===== src/rtl/pwm_sample_scheduler.sv =====
// Sample-rate scheduler: FIFO-buffers upstream samples and releases one to the PWM duty input
// every sample_div cycles. Define PWM_SCHED_UNDERRUN_HOLD_EN to hold the last sample on underrun.
module pwm_sample_scheduler #(
  parameter int unsigned RESOLUTION_BITS = 8,
  parameter int unsigned FIFO_DEPTH      = 4,
  parameter int unsigned DIV_BITS        = 16,
  parameter int unsigned PRIME_LEVEL     = 2
) (
  input  logic                             clk,
  input  logic                             rst_n,
  input  logic                             enable,
  input  logic [DIV_BITS-1:0]              sample_div,
  input  logic                             s_valid,
  input  logic [RESOLUTION_BITS-1:0]       s_data,
  output logic                             s_ready,
  output logic [RESOLUTION_BITS-1:0]       duty_out,
  output logic                             sample_strobe,
  output logic                             underrun,
  output logic [$clog2(FIFO_DEPTH):0]      fifo_level
);

  localparam int unsigned PtrW = $clog2(FIFO_DEPTH);
  localparam int unsigned LvlW = PtrW + 1;

  typedef enum logic [1:0] {StIdle, StPrime, StRun} state_e;

  state_e                     state_q, state_d;
  logic [PtrW-1:0]            wr_ptr_q, wr_ptr_d;
  logic [PtrW-1:0]            rd_ptr_q, rd_ptr_d;
  logic [LvlW-1:0]            level_q, level_d;
  logic [DIV_BITS-1:0]        div_cnt_q, div_cnt_d;
  logic [RESOLUTION_BITS-1:0] duty_q, duty_d;
  logic                       strobe_q, strobe_d;
  logic                       underrun_q, underrun_d;
  logic                       ready_q;

  logic [RESOLUTION_BITS-1:0] mem [FIFO_DEPTH];

  logic                       flush;
  logic                       push;
  logic                       pop;
  logic                       run_tick;
  logic                       fifo_empty;
  logic [DIV_BITS-1:0]        div_last;
  logic [RESOLUTION_BITS-1:0] underrun_duty;

`ifdef PWM_SCHED_UNDERRUN_HOLD_EN
  assign underrun_duty = duty_q;
`else
  // Midscale gives 50% duty, which the PWM stage plays back as silence.
  assign underrun_duty = {1'b1, {(RESOLUTION_BITS-1){1'b0}}};
`endif

  // ready_q keeps s_ready low during reset and rises on the first edge after release.
  assign s_ready       = ready_q && (level_q != LvlW'(FIFO_DEPTH));
  assign fifo_level    = level_q;
  assign duty_out      = duty_q;
  assign sample_strobe = strobe_q;
  assign underrun      = underrun_q;

  assign fifo_empty = (level_q == '0);
  // sample_div of 0 behaves as 1, so the last count is 0 in both cases.
  assign div_last   = (sample_div == '0) ? '0 : sample_div - DIV_BITS'(1);
  assign flush      = !enable && (state_q != StIdle);
  assign run_tick   = enable && (state_q == StRun) && (div_cnt_q >= div_last);
  assign push       = s_valid && s_ready && !flush;
  // Pop decision uses the registered level, so a same-cycle push into empty still underruns.
  assign pop        = run_tick && !fifo_empty;

  always_comb begin
    state_d = state_q;
    if (!enable) begin
      state_d = StIdle;
    end else begin
      unique case (state_q)
        StIdle:  state_d = StPrime;
        StPrime: if (level_q >= LvlW'(PRIME_LEVEL)) state_d = StRun;
        StRun:   state_d = StRun;
        default: state_d = StIdle;
      endcase
    end
  end

  always_comb begin
    wr_ptr_d = wr_ptr_q;
    rd_ptr_d = rd_ptr_q;
    level_d  = level_q;
    if (flush) begin
      wr_ptr_d = '0;
      rd_ptr_d = '0;
      level_d  = '0;
    end else begin
      if (push) wr_ptr_d = wr_ptr_q + PtrW'(1);
      if (pop)  rd_ptr_d = rd_ptr_q + PtrW'(1);
      level_d = level_q + LvlW'(push) - LvlW'(pop);
    end
  end

  always_comb begin
    div_cnt_d = '0;
    if (enable && (state_q == StRun) && !run_tick) div_cnt_d = div_cnt_q + DIV_BITS'(1);
  end

  always_comb begin
    duty_d     = duty_q;
    strobe_d   = pop;
    underrun_d = run_tick && fifo_empty;
    if (state_d != StRun) begin
      duty_d = '0;
    end else if (pop) begin
      duty_d = mem[rd_ptr_q];
    end else if (run_tick) begin
      duty_d = underrun_duty;
    end
  end

  always_ff @(posedge clk or negedge rst_n) begin
    if (!rst_n) begin
      state_q    <= StIdle;
      wr_ptr_q   <= '0;
      rd_ptr_q   <= '0;
      level_q    <= '0;
      div_cnt_q  <= '0;
      duty_q     <= '0;
      strobe_q   <= 1'b0;
      underrun_q <= 1'b0;
      ready_q    <= 1'b0;
    end else begin
      state_q    <= state_d;
      wr_ptr_q   <= wr_ptr_d;
      rd_ptr_q   <= rd_ptr_d;
      level_q    <= level_d;
      div_cnt_q  <= div_cnt_d;
      duty_q     <= duty_d;
      strobe_q   <= strobe_d;
      underrun_q <= underrun_d;
      ready_q    <= 1'b1;
    end
  end

  always_ff @(posedge clk) begin
    if (push) mem[wr_ptr_q] <= s_data;
  end

endmodule


===== config.mk =====
export PLATFORM = sky130hd
export DESIGN_NAME = pwm_sample_scheduler
export DESIGN_NICKNAME = d
export VERILOG_FILES = /design/src/rtl/pwm_sample_scheduler.sv
export SDC_FILE = /design/constraint.sdc
export NUM_CORES = 1
export LEC_CHECK = 0
export CORE_MARGIN = 2
export CORE_UTILIZATION = 56
export CTS_CLUSTER_SIZE = 12
export DETAILED_ROUTE_END_ITERATION = 10
export HOLD_SLACK_MARGIN = 0.06
export PLACE_DENSITY = 0.84
export SLEW_MARGIN = 20
export SYNTH_ARGS = -nofsm -noshare
export SYNTH_HDL_FRONTEND = slang
export SYNTH_SLANG_ARGS = --single-unit
export TNS_END_PERCENT = 100

===== constraint.sdc =====
create_clock -name clk -period 4.6 [get_ports clk]
set_input_delay 0.92 -clock clk [delete_from_list [all_inputs] [get_ports clk]]
set_output_delay 0.92 -clock clk [all_outputs]
set_load 0.1 [all_outputs]

=== After elaboration in Yosys (flattened, before gate mapping) ===
Memories as Yosys holds them, arrays and structs flattened.
Index checks and enable logic that the tools add are counted.

* $add $sub $neg: 6
* Eq/ne operators: 4
* Reduce and logical (&&, ||, !) cells: 20
* Muxes and demuxes: 15
* Magnitude comparators: 2

{| class="wikitable"
|+ Operator list
! kind !! number
|-
| 2-to-1 mux 16 bit || 2
|-
| 2-to-1 mux 8 bit || 3
|-
| adder 16 x 1 -> 16 bit, second input constant || 1
|-
| greater-or-equal comparator 16 bit || 1
|-
| zero test 16 bit || 1
|-
| subtractor 16 x 1 -> 16 bit, second input constant || 1
|-
| 2-to-1 mux 2 bit || 6
|-
| logical AND 1 bit || 9
|-
| one-hot mux 2 bit (3 select lines) || 1
|-
| nonzero test 2 bit || 3
|-
| adder 2 x 1 -> 2 bit, second input constant || 2
|-
| zero test 1 bit || 4
|-
| adder 3 x 1 -> 3 bit || 1
|-
| greater-or-equal comparator 3 x 2 -> 1 bit, second input constant || 1
|-
| zero test 3 bit || 1
|-
| 2-to-1 mux 3 bit || 1
|-
| != test 3 bit, second input constant || 1
|-
| nonzero test 3 bit || 1
|-
| subtractor 3 x 1 -> 3 bit || 1
|-
| equality test 2 x 1 -> 1 bit, second input constant || 1
|-
| equality test 2 bit, second input constant || 1
|-
| zero test 2 bit || 1
|-
| 2-to-1 mux 1 bit || 2
|-
| != test 2 bit, second input constant || 1
|}

* Memories kept: 1
* Flip-flop bits (word level): 36
* Bits of input ports: 28
* Bits in writable memories: 32
* Word-level logic and storage cells: 57

{| class="wikitable"
|+ Memory list
! name !! words !! width !! read ports !! clocked after Yosys merged registers in !! write ports !! RTL line !! RTL
|-
| mem || 4 || 8 || 1 || 0 || 1 || 37 || <nowiki>logic [RESOLUTION_BITS-1:0] mem [FIFO_DEPTH];</nowiki>
|}

=== Longest topological paths before layout ===
* Depth after elaboration: 7
* Mapped depth: 21
* Depth with buffers taken out: 20

=== Worst setup path before layout ===
No wires, ideal clock.

* Path kind: in2reg
* From: in sample_div[9]
* To: reg level_q[2] (netlist: fifo_level[2])
* Slack: -1162 ps
* Library setup time: 135 ps
* Buffers on the path: 2
* Cell stages on the path: 21
* Arrival: 5627 ps
* Path through: or4_4 > or3_4 > or4_1 > or3_4 > buf_6 > nand2_1 > ha_1 > a21oi_1 > o21ai_0 > or4_1 > nor3_1 > nand2b_1 > buf_2 > nor2_1 > ha_1 > inv_1 > ha_1 > inv_1 > fa_1 > xnor2_1 > nor2_1

* Cells in the longest elaborated chain, start to end: 7
* Elaborated cells on any way between the ends: 8

{| class="wikitable"
|+ RTL lines
! item !! RTL line !! RTL
|-
| from (decl) || 12 || <nowiki>input logic [DIV_BITS-1:0] sample_div,</nowiki>
|-
| subtractor 16 x 1 -> 16 bit / zero test 16 bit (equally long branches) || 63 || <nowiki>assign div_last = (sample_div == '0) ? '0 : sample_div - DIV_BITS'(1);</nowiki>
|-
| 2-to-1 mux 16 bit * || 63 ||
|-
| greater-or-equal comparator 16 bit * || 65 || <nowiki>assign run_tick = enable && (state_q == StRun) && (div_cnt_q >= div_last);</nowiki>
|-
| logical AND 1 bit * || 65 ||
|-
| logical AND 1 bit * || 68 || <nowiki>assign pop = run_tick && !fifo_empty;</nowiki>
|-
| net pop || 41 || <nowiki>logic pop;</nowiki>
|-
| subtractor 3 x 1 -> 3 bit * || 95 || <nowiki>level_d = level_q + LvlW'(push) - LvlW'(pop);</nowiki>
|-
| 2-to-1 mux 3 bit * || 88 || <nowiki>if (flush) begin</nowiki>
|-
| net level_d[2] || 30 || <nowiki>logic [LvlW-1:0] level_q, level_d;</nowiki>
|-
| to (signal assigned) || 132 || <nowiki>level_q <= level_d;</nowiki>
|-
| to (decl) || 30 ||
|}

The timed path passes the listed nets; every way through them passes the cells marked *.
A chain may end at the register's enable or synchronous reset.

=== Worst setup path after layout ===
* From: in sample_div[8]
* To: reg level_q[1] (netlist: fifo_level[1])

The elaborated chain is that of the path after synthesis.

==> metrics.md <==
| Metric | Value |
|---|---|
| Fill cell count | 421 |
| Dpl hpwl | 5.52 mm |
| Multi-input logic area | 0.00184 mm^2 |
| Clk root buf | clkbuf_8 |
| Synthesis-stage register bit count | 68 |
| Ys Warns | 0 |
| Clock Tree Buf Depth | 2 |
| Worst path slowest cell | or4_4 |
| Routed Wire Length | 7.65 mm |
| Max Fclk | 0.200 GHz |
| Synth Instances | 319 |
| Mapped cell area | 0.00358 mm^2 |
| Layout area overhead | 32.3% |
| Worst EP arrival | 5210 ps |
| Async set-reset flop share out of synthesis | 52.9% |
| Gr usage total | 23.4% |
| RSZ-0062 raised after global routing | yes |
| Critical Path RT | 4810 ps |
| Post-synthesis sequential area ratio | 51.9% |
| Setup crit end kind | flop |
| Clk pin slew, worst setup/hold paths | 80 ps |
| Hold Crit Class | flop to flop |
| Number of distinct library cells after synthesis | 41 |
| Most frequent cells in the layout | nand2_1, nor2_1, clkdlybuf4s50_1 |
| Final setup vio count | 3 |
| Hold Buf Count CTS | 0 |
| Initial DRC Count | 107 |
| R2r setup slk | 1530 ps |
| Final period util | 109% |
| Placed cell count | 462 |
| Hold Violations, Final | 0 |
| DR vias | 2602 |
| Critical path type | input pin to flop |
| Worst path max stage delay | 560 ps |
| Mapped Nets | 374 |
| Number of diodes | 0 |
| Layout Skew | 12.2 ps |
| Congestion Overflow GR | 0 |
| Tmin final | 5010 ps |
| Sequential Area | 0.00186 mm^2 |
| Core ar. | 0.00628 mm^2 |
| CTS tree | yes |
| Drt drc | 0 |
| Starting Density | 57.1% |
| Std-Cell Rows | 29 |
| Failing checks | setup timing |
| Cell family contributing the most delay on the critical path | simple AND/OR/NAND/NOR gates |
| Setup ws final | -408 ps |
| Number of global-route vias before repair | 2932 |
| Post-Route Utilization | 75.5% |
| Initial antenna violation count | 0 |
| PwrDens | 355 mW/mm^2 |
| First-pass GRT wire length | 12.9 mm |
| Detail Route Antenna Nets | 0 |
| Boundary Pins | 42 |
| Critical path peak fanout | 7 |
| GPL Wtd Cong | 0.846 |
| Clock Sinks | 68 |
| Worst skew pair latency | 340 ps |
| Peak supply drop | 0.000364 V |
| Routed WL per cell | 15.9 um |
| LEAKAGE | 0.00201 uW |
| Largest net degree at the start of global routing | 37 |
| Max H-tree Level | 3 |
| Die Wd | 84.0 um |
| Num CTS Buffers | 9 |
| Die Area | 0.00706 mm^2 |
| Layout cells sized above 1 | 23.0% |
| Slew Limit Fails | 0 |
| Slew HR | 34.8% |
| Prevailing post-synth register cell | dfrtp_1 |
| Status | finished, violations left |
| Final std cells w/o fill | 481 |
| Mean Syn Cell Area | 11.2 um^2 |
| Number of synthesized flops with an enable pin | 32 |
| Vias/cell | 5.41 |
| Setup_tns | -851 ps |
| Die Y | 84.0 um |
| Nature of the critical path startpoint | input pin |
| Final net count | 454 |
| Max-capacitance violation count | 0 |
| Cells along the critical path | buf_6 -> or4_4 -> or3_4 -> or4_4 -> or3_4 -> nand2_4 -> ha_4 -> nand4_1 -> nor2_1 -> or4_4 -> nor3_4 -> nand2b_4 -> nor2_4 -> ha_4 -> inv_2 -> ha_4 -> inv_2 -> fa_2 -> nor2_1 |
| CP Buf/Inv Count | 3 |
| Worst-margin pin slew | 975 ps |
| First-pass iteration count of the detailed router | 4 |
| Port bufs | 41 |
## per-stage QoR
stage / setup WS (ps) / power, uW / cell area [um^2] / hold WS, ps
5_1_grt: -570 / 1770 / 4740 / 550
4_1_cts: -628 / 1680 / 4680 / 526
2_1_floorplan: -737 / 1040 / 3720 / 467
3_3_place_gp: -1050 / 1160 / 4440 / 506
6_report: -408 / 1690 / 4740 / 528
3_5_place_dp: -1170 / 1180 / 4440 / 516
## cells in the mapped netlist, types with 2 or more instances
cell type | number | area, um^2
a2111oi_0 | 2 | 17.5
nor3_1 | 9 | 45.0
and2_1 | 4 | 25.0
xnor2_1 | 11 | 96.3
nand3b_1 | 2 | 15.0
ha_1 | 26 | 325
nor2_1 | 41 | 154
o31ai_1 | 2 | 15.0
or4_1 | 3 | 22.5
and3_1 | 6 | 37.5
or3_1 | 2 | 12.5
inv_1 | 15 | 56.3
mux2i_1 | 9 | 90.1
or3_4 | 2 | 22.5
clkbuf_1 | 3 | 11.3
nand2_1 | 44 | 165
o21ai_0 | 3 | 15.0
dfrtp_1 | 36 | 901
buf_1 | 2 | 7.51
mux4_2 | 8 | 180
a21o_1 | 2 | 15.0
nand3_1 | 8 | 40.0
edfxtp_1 | 32 | 961
nand2b_1 | 2 | 12.5
nand4_1 | 3 | 18.8
nor4_1 | 2 | 12.5
xor2_1 | 17 | 149
a21oi_1 | 10 | 50.1
## kinds of logic after synthesis
group	synth area share, %
adders and majority gates	9.63
DFF	51.9
buffers and inverters	2.55
other	0.105
and+or+nand+nor	17.6
AOI/OAI and AO/OA	3.80
xor gates and xnor gates	6.84
muxes	7.54
## path summary, 6_finish.rpt
path	from	endpoint	cells past startpoint
setup reg to reg	div_cnt_q[15]	fifo_level[1]	13
hold reg to reg	div_cnt_q[0]	div_cnt_q[0]	1
max in group asynchronous	rst_n	fifo_level[0]	2
setup / recovery	sample_div[8]	fifo_level[1]	19
hold / removal	div_cnt_q[0]	div_cnt_q[0]	1
min in group asynchronous	rst_n	div_cnt_q[15]	2
## where the power goes
part / internal, uW / total [uW] / switching (uW)
sequential: 689 / 730 / 41.1
clock: 258 / 498 / 240
combinational: 168 / 458 / 290
## final cells by class
type / instances / area share (%)
Sequential cell: 68 / 39.3
Multi-Input combinational cell: 229 / 38.8
Timing Repair Buffer: 76 / 14.4
Clock buffer: 9 / 2.61
Tap cell: 77 / 2.03
Clock inverter: 7 / 1.69
Inverter: 15 / 1.19
## routing by layer
layer | track usage, % | vias to the layer above | routed length (um)
met5 | 0 | - | 0
met4 | 10.6 | 0 | 238
met3 | 3.66 | 23 | 197
met2 | 44.4 | 56 | 4080
met1 | 25.3 | 1247 | 3140
li1 | - | 1276 | -
## state kept, by name (all words and copies together) (netlist names)
name and flops:
mem 32, fifo_level 3, div_cnt_q 16, rd_ptr_q 2
ready_q 1, underrun 1, wr_ptr_q 2, sample_strobe 1
state_q 2, duty_out 8
## repair_timing
item,CTS,global route
endpoints found under the setup margin,27,7
buffers inserted,2,1
resized for setup,23,8
pin swaps,18,19
(Power assumes the default switching activity.)
